==> src/rtl/file_register_bus_sequencer.sv <==
// ---------------------------------------------------------------------------
// file_register_bus_sequencer
//
// Read-port sequencer for the register file's two shared tristate read buses,
// A (rs1) and B (rs2). It accepts a register-pair read request and produces
// the one-hot enables for the per-register tristate buffers on each bus.
// Whenever a bus changes driver, it inserts all-off turnaround cycles so that
// two buffers never fight on the bus. When both buses have settled, it tells
// the operand latch downstream with rsp_valid.
//
// Optional feature (compile-time macro FILE_REGISTER_BUS_RELEASE_EN):
//   When this macro is defined, both buses are released (all enables and zero
//   drivers off, parked drivers NONE) on the response handshake. Every later
//   request then takes the turnaround path.
//   When it is undefined (the default), buses stay parked on the last drivers.
//
// Parameters:
//   NUM_REGS    number of registers / tristate buffers per bus
//   ADDR_WIDTH  register address width
//   TURNAROUND  all-off cycles inserted on a driver change (1..15)
//
// Ports:
//   clk        clock
//   rst_n      asynchronous active-low reset
//   req_valid  read request present
//   req_ready  sequencer can accept a request (IDLE only)
//   rs1_addr   register driven onto bus A
//   rs2_addr   register driven onto bus B
//   a_enable   one-hot tristate enables, bus A (bit 0 never used)
//   b_enable   one-hot tristate enables, bus B (bit 0 never used)
//   a_zero     zero driver enable, bus A (r0 or out-of-range address)
//   b_zero     zero driver enable, bus B
//   rsp_valid  both buses driven and settled
//   rsp_ready  consumer has sampled the buses
// ---------------------------------------------------------------------------
module file_register_bus_sequencer #(
    parameter int NUM_REGS   = 32,
    parameter int ADDR_WIDTH = 5,
    parameter int TURNAROUND = 1
) (
    input  logic                  clk,
    input  logic                  rst_n,
    input  logic                  req_valid,
    output logic                  req_ready,
    input  logic [ADDR_WIDTH-1:0] rs1_addr,
    input  logic [ADDR_WIDTH-1:0] rs2_addr,
    output logic [NUM_REGS-1:0]   a_enable,
    output logic [NUM_REGS-1:0]   b_enable,
    output logic                  a_zero,
    output logic                  b_zero,
    output logic                  rsp_valid,
    input  logic                  rsp_ready
);

    typedef enum logic [1:0] {IDLE, TURN, DRIVE, VALID} state_t;

    state_t                state;
    logic [3:0]            turn_cnt;
    logic [ADDR_WIDTH-1:0] new_a;
    logic [ADDR_WIDTH-1:0] new_b;
    logic [ADDR_WIDTH-1:0] park_a;
    logic [ADDR_WIDTH-1:0] park_b;
    logic                  park_a_vld;   // 0 means the parked driver is NONE
    logic                  park_b_vld;

    // A driver is encoded as a register index; index 0 stands for the zero
    // driver, which covers both r0 and out-of-range addresses.
    function automatic logic [ADDR_WIDTH-1:0] map_drv(input logic [ADDR_WIDTH-1:0] addr);
        if (int'(addr) >= NUM_REGS)
            return '0;
        return addr;
    endfunction

    // Register enables only; the zero driver has its own output, so index 0
    // yields no enable bit and the one-of-{enables, zero} invariant holds.
    function automatic logic [NUM_REGS-1:0] decode(input logic [ADDR_WIDTH-1:0] idx);
        logic [NUM_REGS-1:0] oh;
        oh = '0;
        for (int i = 1; i < NUM_REGS; i++)
            oh[i] = (int'(idx) == i);
        return oh;
    endfunction

    logic [ADDR_WIDTH-1:0] drv_a;
    logic [ADDR_WIDTH-1:0] drv_b;
    logic                  a_chg;
    logic                  b_chg;
    logic                  accept;

    always_comb begin
        drv_a  = map_drv(rs1_addr);
        drv_b  = map_drv(rs2_addr);
        a_chg  = !park_a_vld || (drv_a != park_a);
        b_chg  = !park_b_vld || (drv_b != park_b);
        accept = req_valid && req_ready;
    end

    always_ff @(posedge clk or negedge rst_n) begin
        if (!rst_n) begin
            state      <= IDLE;
            turn_cnt   <= '0;
            new_a      <= '0;
            new_b      <= '0;
            park_a     <= '0;
            park_b     <= '0;
            park_a_vld <= 1'b0;
            park_b_vld <= 1'b0;
            a_enable   <= '0;
            b_enable   <= '0;
            a_zero     <= 1'b0;
            b_zero     <= 1'b0;
            rsp_valid  <= 1'b0;
            req_ready  <= 1'b1;
        end else begin
            case (state)
                IDLE: begin
                    if (accept) begin
                        new_a     <= drv_a;
                        new_b     <= drv_b;
                        req_ready <= 1'b0;
                        if (!a_chg && !b_chg) begin
                            // Same drivers as parked: buses are already
                            // driven, go straight to the settle cycle.
                            state <= DRIVE;
                        end else begin
                            state    <= TURN;
                            turn_cnt <= 4'(TURNAROUND);
                            // Only the bus whose driver changes is released;
                            // the other keeps driving its parked register.
                            if (a_chg) begin
                                a_enable <= '0;
                                a_zero   <= 1'b0;
                            end
                            if (b_chg) begin
                                b_enable <= '0;
                                b_zero   <= 1'b0;
                            end
                        end
                    end
                end

                TURN: begin
                    // The edge that ends the last turnaround cycle turns the
                    // new drivers on, so DRIVE is the first driven cycle.
                    if (turn_cnt <= 4'd1) begin
                        turn_cnt   <= '0;
                        state      <= DRIVE;
                        a_enable   <= decode(new_a);
                        b_enable   <= decode(new_b);
                        a_zero     <= (new_a == '0);
                        b_zero     <= (new_b == '0);
                        park_a     <= new_a;
                        park_b     <= new_b;
                        park_a_vld <= 1'b1;
                        park_b_vld <= 1'b1;
                    end else begin
                        turn_cnt <= turn_cnt - 4'd1;
                    end
                end

                DRIVE: begin
                    state     <= VALID;
                    rsp_valid <= 1'b1;
                end

                VALID: begin
                    if (rsp_ready) begin
                        rsp_valid <= 1'b0;
                        req_ready <= 1'b1;
                        state     <= IDLE;
`ifdef FILE_REGISTER_BUS_RELEASE_EN
                        a_enable   <= '0;
                        b_enable   <= '0;
                        a_zero     <= 1'b0;
                        b_zero     <= 1'b0;
                        park_a_vld <= 1'b0;
                        park_b_vld <= 1'b0;
`else
                        // Buses stay parked on the current drivers.
`endif
                    end
                end

                default: state <= IDLE;
            endcase
        end
    end

endmodule
==> config.mk <==
export PLATFORM = sky130hd
export DESIGN_NAME = file_register_bus_sequencer
export DESIGN_NICKNAME = d
export VERILOG_FILES = /design/src/rtl/file_register_bus_sequencer.sv
export SDC_FILE = /design/constraint.sdc
export NUM_CORES = 1
export LEC_CHECK = 0
export BUFFER_PORTS_ARGS = -buffer_cell sky130_fd_sc_hd__buf_2
export CELL_PAD_IN_SITES_DETAIL_PLACEMENT = 0
export CELL_PAD_IN_SITES_GLOBAL_PLACEMENT = 2
export CORE_AREA = 10 10 125 127
export CTS_BUF_LIST = sky130_fd_sc_hd__clkbuf_8
export DETAILED_ROUTE_END_ITERATION = 8
export DIE_AREA = 0 0 135 137
export PLACE_DENSITY = 0.79
export REMOVE_ABC_BUFFERS = 1
export SLEW_MARGIN = 30
export SYNTH_ARGS = -nofsm -noshare
export SYNTH_HDL_FRONTEND = slang
export SYNTH_SLANG_ARGS = --single-unit
==> constraint.sdc <==
create_clock -name clk -period 2.2 [get_ports clk]
set_input_delay 0.44 -clock clk [delete_from_list [all_inputs] [get_ports clk]]
set_output_delay 0.44 -clock clk [all_outputs]
set_load 0.05 [all_outputs]
## Yosys cells after proc, flatten, opt, wreduce, memory -nomap -nowiden

Cells that the tools add are included.
W data, S select, Z words.

| cells by class | value |
|---|---|
| add/sub/neg operators | 1 |
| order comparisons | 1 |
| equal/unequal tests | 73 |
| mux-type cells | 34 |
| reductions and logical operators | 21 |

Operator list:

| operator | count |
|---|---|
| $mux W32 | 8 |
| $eq A5 B5 Y1 const B | 32 |
| $pmux W32 S2 | 2 |
| $eq A5 B4 Y1 const B | 16 |
| $eq A5 B3 Y1 const B | 8 |
| $eq A5 B2 Y1 const B | 4 |
| $mux W4 | 3 |
| $ne A2 B2 Y1 const B | 6 |
| $mux W1 | 11 |
| $eq A5 B1 Y1 const B | 2 |
| $logic_not A5 Y1 | 2 |
| $ne A5 B5 Y1 | 2 |
| $reduce_and A5 Y1 | 2 |
| $reduce_and A3 Y1 | 3 |
| $mux W2 | 4 |
| $pmux W1 S2 | 4 |
| $pmux W2 S4 | 1 |
| $pmux W4 S2 | 1 |
| $reduce_and A2 Y1 | 3 |
| $reduce_bool A2 Y1 | 3 |
| $eq A2 B2 Y1 const B | 2 |
| $le A4 B1 Y1 const B | 1 |
| $sub A4 B1 Y4 const B | 1 |
| $logic_not A1 Y1 | 3 |
| other kinds (4) | 6 |

| word-level totals | value |
|---|---|
| register bits after elaboration | 95 |
| word-level logic and storage cells | 143 |

## Longest topological paths before layout

| logic depth | value |
|---|---|
| depth after elaboration | 7 |
| gate-level depth with buffers | 9 |
| mapped depth without buffers | 7 |

## Least setup slack after synthesis

Ideal clock, no wire load.

| timing path | value |
|---|---|
| path kind | reg-to-reg |
| start | register state[0] |
| end | register turn_cnt[3] |
| library setup time | 0.129 ns |
| arrival | 2.039 ns |
| required time | 2.071 ns |
| setup slack | 0.032 ns |
| cell stages (with the launch flop) | 8 |
| buffers on the path | 0 |
| clock period less this slack | 2.168 ns |
| path through | dfrtp_1 -> inv_1 -> ha_1 -> nand2_2 -> or4_4 -> o41ai_4 -> or2_1 -> o21ai_0 |

| on the way | value |
|---|---|
| word-level cells in the longest chain between the ends | 3 |
| elaborated cells on any way between the ends | 7 |
| classes of those cells | 3 x eq/ne; 1 x mux; 3 x reduce/logical |

RTL lines:

| what | RTL line | source |
|---|---|---|
| start, declared | 57 | `state_t state;` |
| start signal, assigned | 100 | `state <= IDLE;` |
| start signal, assigned | 124 | `state <= DRIVE;` |
| start signal, assigned | 126 | `state <= TURN;` |
| $eq A2 B1 Y1 or $logic_not A2 Y1 (tied branches) | 115 | `case (state)` |
| $reduce_bool A2 Y1 (no source line) or $ne A2 B2 Y1 (tied branches) | - |  |
| $reduce_and A3 Y1 (no source line) | - |  |
| end signal, assigned | 127 | `turn_cnt <= 4'(TURNAROUND);` |
| end signal, assigned | 157 | `turn_cnt <= turn_cnt - 4'd1;` |
| end, declared | 58 | `logic [3:0] turn_cnt;` |

Parallel ways exist; a longest one is shown, timed or not.
A chain may end at the register's enable or synchronous reset.

## Final worst setup path

| timing path | value |
|---|---|
| start | register state[1] |
| end | register a_enable[15] |

| on the way | value |
|---|---|
| word-level cells in the longest chain between the ends | 3 |
| elaborated cells on any way between the ends | 9 |
| classes of those cells | 5 x eq/ne; 1 x mux; 3 x reduce/logical |

RTL lines:

| what | RTL line | source |
|---|---|---|
| $eq A2 B1 Y1 or $logic_not A2 Y1 (tied branches) | 115 |  |
| $ne A2 B2 Y1 (no source line) or $reduce_bool A2 Y1 (tied branches) | - |  |
| $reduce_and A5 Y1 (no source line) | - |  |
| end signal, assigned | 148 | `a_enable <= decode(new_a);` |
| end, declared | 47 | `output logic [NUM_REGS-1:0] a_enable,` |

Parallel ways exist; a longest one is shown, timed or not.

==> impl_metrics.ini <==
[worst_hold_path]
hold_path.class = in2reg

[synth]
netlist.top_cell.by_area = sky130_fd_sc_hd__dfrtp_1
synth_enable_flop_cells = 0
netlist_instances = 400
synth.top_cell.area_share_pct = 56.18
yosysSeqAreaShare_pct = 56.82
synth_async_sr_flop_share_pct = 100.0
synth_cell_types = 39
postSynth.topFlopCell = sky130_fd_sc_hd__dfrtp_1
synth.avg_cell_area_um2 = 10.24
synth.top_cells.by_count = sky130_fd_sc_hd__nand2_1 (108), sky130_fd_sc_hd__dfrtp_1 (92), sky130_fd_sc_hd__o21ai_1 (33), sky130_fd_sc_hd__o31ai_1 (33), sky130_fd_sc_hd__mux2_2 (20)
synthTopCellsByArea = sky130_fd_sc_hd__dfrtp_1 (56%), sky130_fd_sc_hd__nand2_1 (9.9%), sky130_fd_sc_hd__o31ai_1 (6.0%)
synthesis.area_mm2 = 0.004098
synth_seq_cells = 93
ys.warnings.count = 0
synth.most_common_cell = sky130_fd_sc_hd__nand2_1

[place]
dp_hpwl_um = 7486
port_buffers = 79
place_worst_setup_slack_ps = 46.58
place_congestion = 0.7297
dp_cells = 649

[clocking]
total_clock_sinks = 93
clock_tree.htree_level_count = 3
clk_root_buffer_cell = sky130_fd_sc_hd__clkbuf_8
cts_max_path_buffers = 2
clk-insertion-delay-late_ps = 370
cts_buffers = 9
tritoncts = yes
clk_slew_on_worst_s_h_paths_ps = 90

[global_route]
global_route_wire_length_before_repair_um = 16580
vias_in_the_first_global_route = 3086
number_of_antenna_violations_at_the_first_check_in_global_routing = 0
gr-total-overflow = 0
grt_start_max_net_pins = 65
track_usage_pct = 11.19

[final_layout]
ant_cells = 0
n_fill_cell = 1342
final-instance-count-excl-fill = 667
finalNetCount = 506
drive_gt1_share_pct = 28.51
layout.core_utilization_pct = 38.21
area.growth.synth_to_final_pct = 22.02

[outcome]
outcome = completed

[setup_path]
cpPeakStageDelay_ps = 530
timing.critical_path.from_type = flip-flop
timing.critical_path.arrival_ps = 2340
critical_path.max_fanout = 40
timing.critical_path.slowest_stage_cell = sky130_fd_sc_hd__or4_4
timing.setup.critical_path_class = reg2reg
endpoint_kind = flip-flop
crit_chain = inv_1 > ha_2 > nand2_2 > or4_4 > o211ai_4 > buf_12 > nand2_1 > o31ai_1
worstPathRequired_ps = 2470

[timing]
final_hold_viol_count = 0
post_route_clock_period_utilization_pct = 93.79
finalWorstSetupSlack_ps = 136.6
max_freq_ghz = 0.4846
fin_crit_ps = 2063
grt_setup_unrepaired = false
fin_skew_ps = 9.775
finalSetupViolCount = 0
summed_negative_setup_slack_over_all_endpoints_ps = 0
finalMaxSlewViolations = 0

[detailed_routing]
first_pass_iters = 4
initial_detailed_routing_violation_count = 201
drt-vias-per-instance = 4.610
ant_nets = 0
detailroute.via_count = 3075
drcViolationCount = 0
routed_wire_length_per_instance_um = 15.11
detail_route.wirelength_um = 10080

[power_and_ir_drop]
power_per_cell_area_mw_per_mm2 = 1164
leakagePower_nw = 2.352
peakVddDrop_mv = 0.4511

[floorplan]
die_height_um = 137
die_width_um = 135
fp-row-count = 42
standard_cell_core_area_mm2 = 0.01309
die_area_mm2 = 0.01850
ios = 82
floorplan.initialDensity_pct = 31.32

[flow_run]
max_cap_violations = 0
## cell usage in the layout (no fill, tap or decap), types with 4 or more instances in the layout
| cell type | count |
|---|---|
| sky130_fd_sc_hd__xnor2_1 | 7 |
| sky130_fd_sc_hd__buf_12 | 4 |
| sky130_fd_sc_hd__nand2_1 | 108 |
| sky130_fd_sc_hd__nand3_1 | 7 |
| sky130_fd_sc_hd__mux2_2 | 20 |
| sky130_fd_sc_hd__inv_1 | 8 |
| sky130_fd_sc_hd__o21ai_1 | 33 |
| sky130_fd_sc_hd__nand2b_1 | 6 |
| sky130_fd_sc_hd__o21ai_0 | 6 |
| sky130_fd_sc_hd__nor2_1 | 13 |
| sky130_fd_sc_hd__clkbuf_8 | 10 |
| sky130_fd_sc_hd__ha_1 | 5 |
| sky130_fd_sc_hd__nor2b_1 | 11 |
| sky130_fd_sc_hd__nor3_1 | 4 |
| sky130_fd_sc_hd__buf_2 | 78 |
| sky130_fd_sc_hd__o31ai_1 | 33 |
| sky130_fd_sc_hd__dfrtp_1 | 92 |
| sky130_fd_sc_hd__buf_4 | 11 |
## final cells by class
class,count,area (um2),share of cell area (%)
flip-flops and latches,93,2328,46.57
clock buffers,10,137.6,2.753
multi-input cells,279,1654,33.08
clock inverters,6,62.56,1.251
inverters,9,33.78,0.6757
well taps,176,220.2,4.404
repair buffers,94,563.0,11.26
## stage by stage
stage / instance area [um2] / hold slack [ps] / power (W)
finish: 5000 / 281.7 / 0.005819
global route: 5000 / 283.8 / 0.006237
CTS: 4990 / 258.3 / 0.005882
detailed placement: 4780 / 396.3 / 0.004708
global placement: 4780 / 389.0 / 0.004661
floorplan: 4004 / 144.4 / 0.003872
## worst paths after layout
check,cells after the start,to,startpoint,slack (ps)
max,8,a_enable[15],state[1],140
max in group asynchronous,3,b_enable[15],rst_n,1070
min,2,rsp_valid,rsp_ready,280
min reg2reg,2,a_enable[22],a_enable[22],480
min in group asynchronous,2,new_a[0],rst_n,530
max reg2reg,8,a_enable[15],state[1],140
## cells by family after synthesis
family,synth area share [%]
DFF,56.82
adders and majority gates,1.832
muxes,5.496
other,0.09152
and+or+nand+nor,16.61
buffers and inverters,3.206
AOI/OAI and AO/OA,13.80
xor gates and xnor gates,2.138
## registers in the layout (all words and copies together), names as in the netlist, 2 cells and up
register and cells:
state 2, b_enable 31, park_a 5, park_b 5, new_a 5, turn_cnt 4, new_b 5, a_enable 31
## critical path: cells and delay by family, from the launching register on
family / cells / cell delay (ps)
AOI/OAI and AO/OA: 2 / 340
adders and majority gates: 1 / 190
buffers and inverters: 2 / 330
DFF: 1 / 420
and+or+nand+nor: 3 / 690
## power breakdown
group | leakage (nW) | total [W] | internal (W) | switching, W
Combinational | 1.00 | 0.00237 | 0.000801 | 0.00157
Clock | 0.0943 | 0.00115 | 0.000552 | 0.000602
Sequential | 1.26 | 0.00229 | 0.00200 | 0.000289
Total | 2.35 | 0.00582 | 0.00336 | 0.00246
## what timing repair did
item	in CTS	in global routing
endpoints found under the setup margin	0	13
resized for setup	0	2
hold buffers	1	0
endpoints found under the hold margin	25	0
setup buffers	0	1
## routing by layer
metal	GRT usage, %	vias to the layer above	wire length, um
met5	0	-	0
met4	5.921	0	162
met1	14.21	1483	4569
li1	-	1526	-
met3	2.383	12	522
met2	17.53	54	4826
Power figures use the tool's default switching activity.
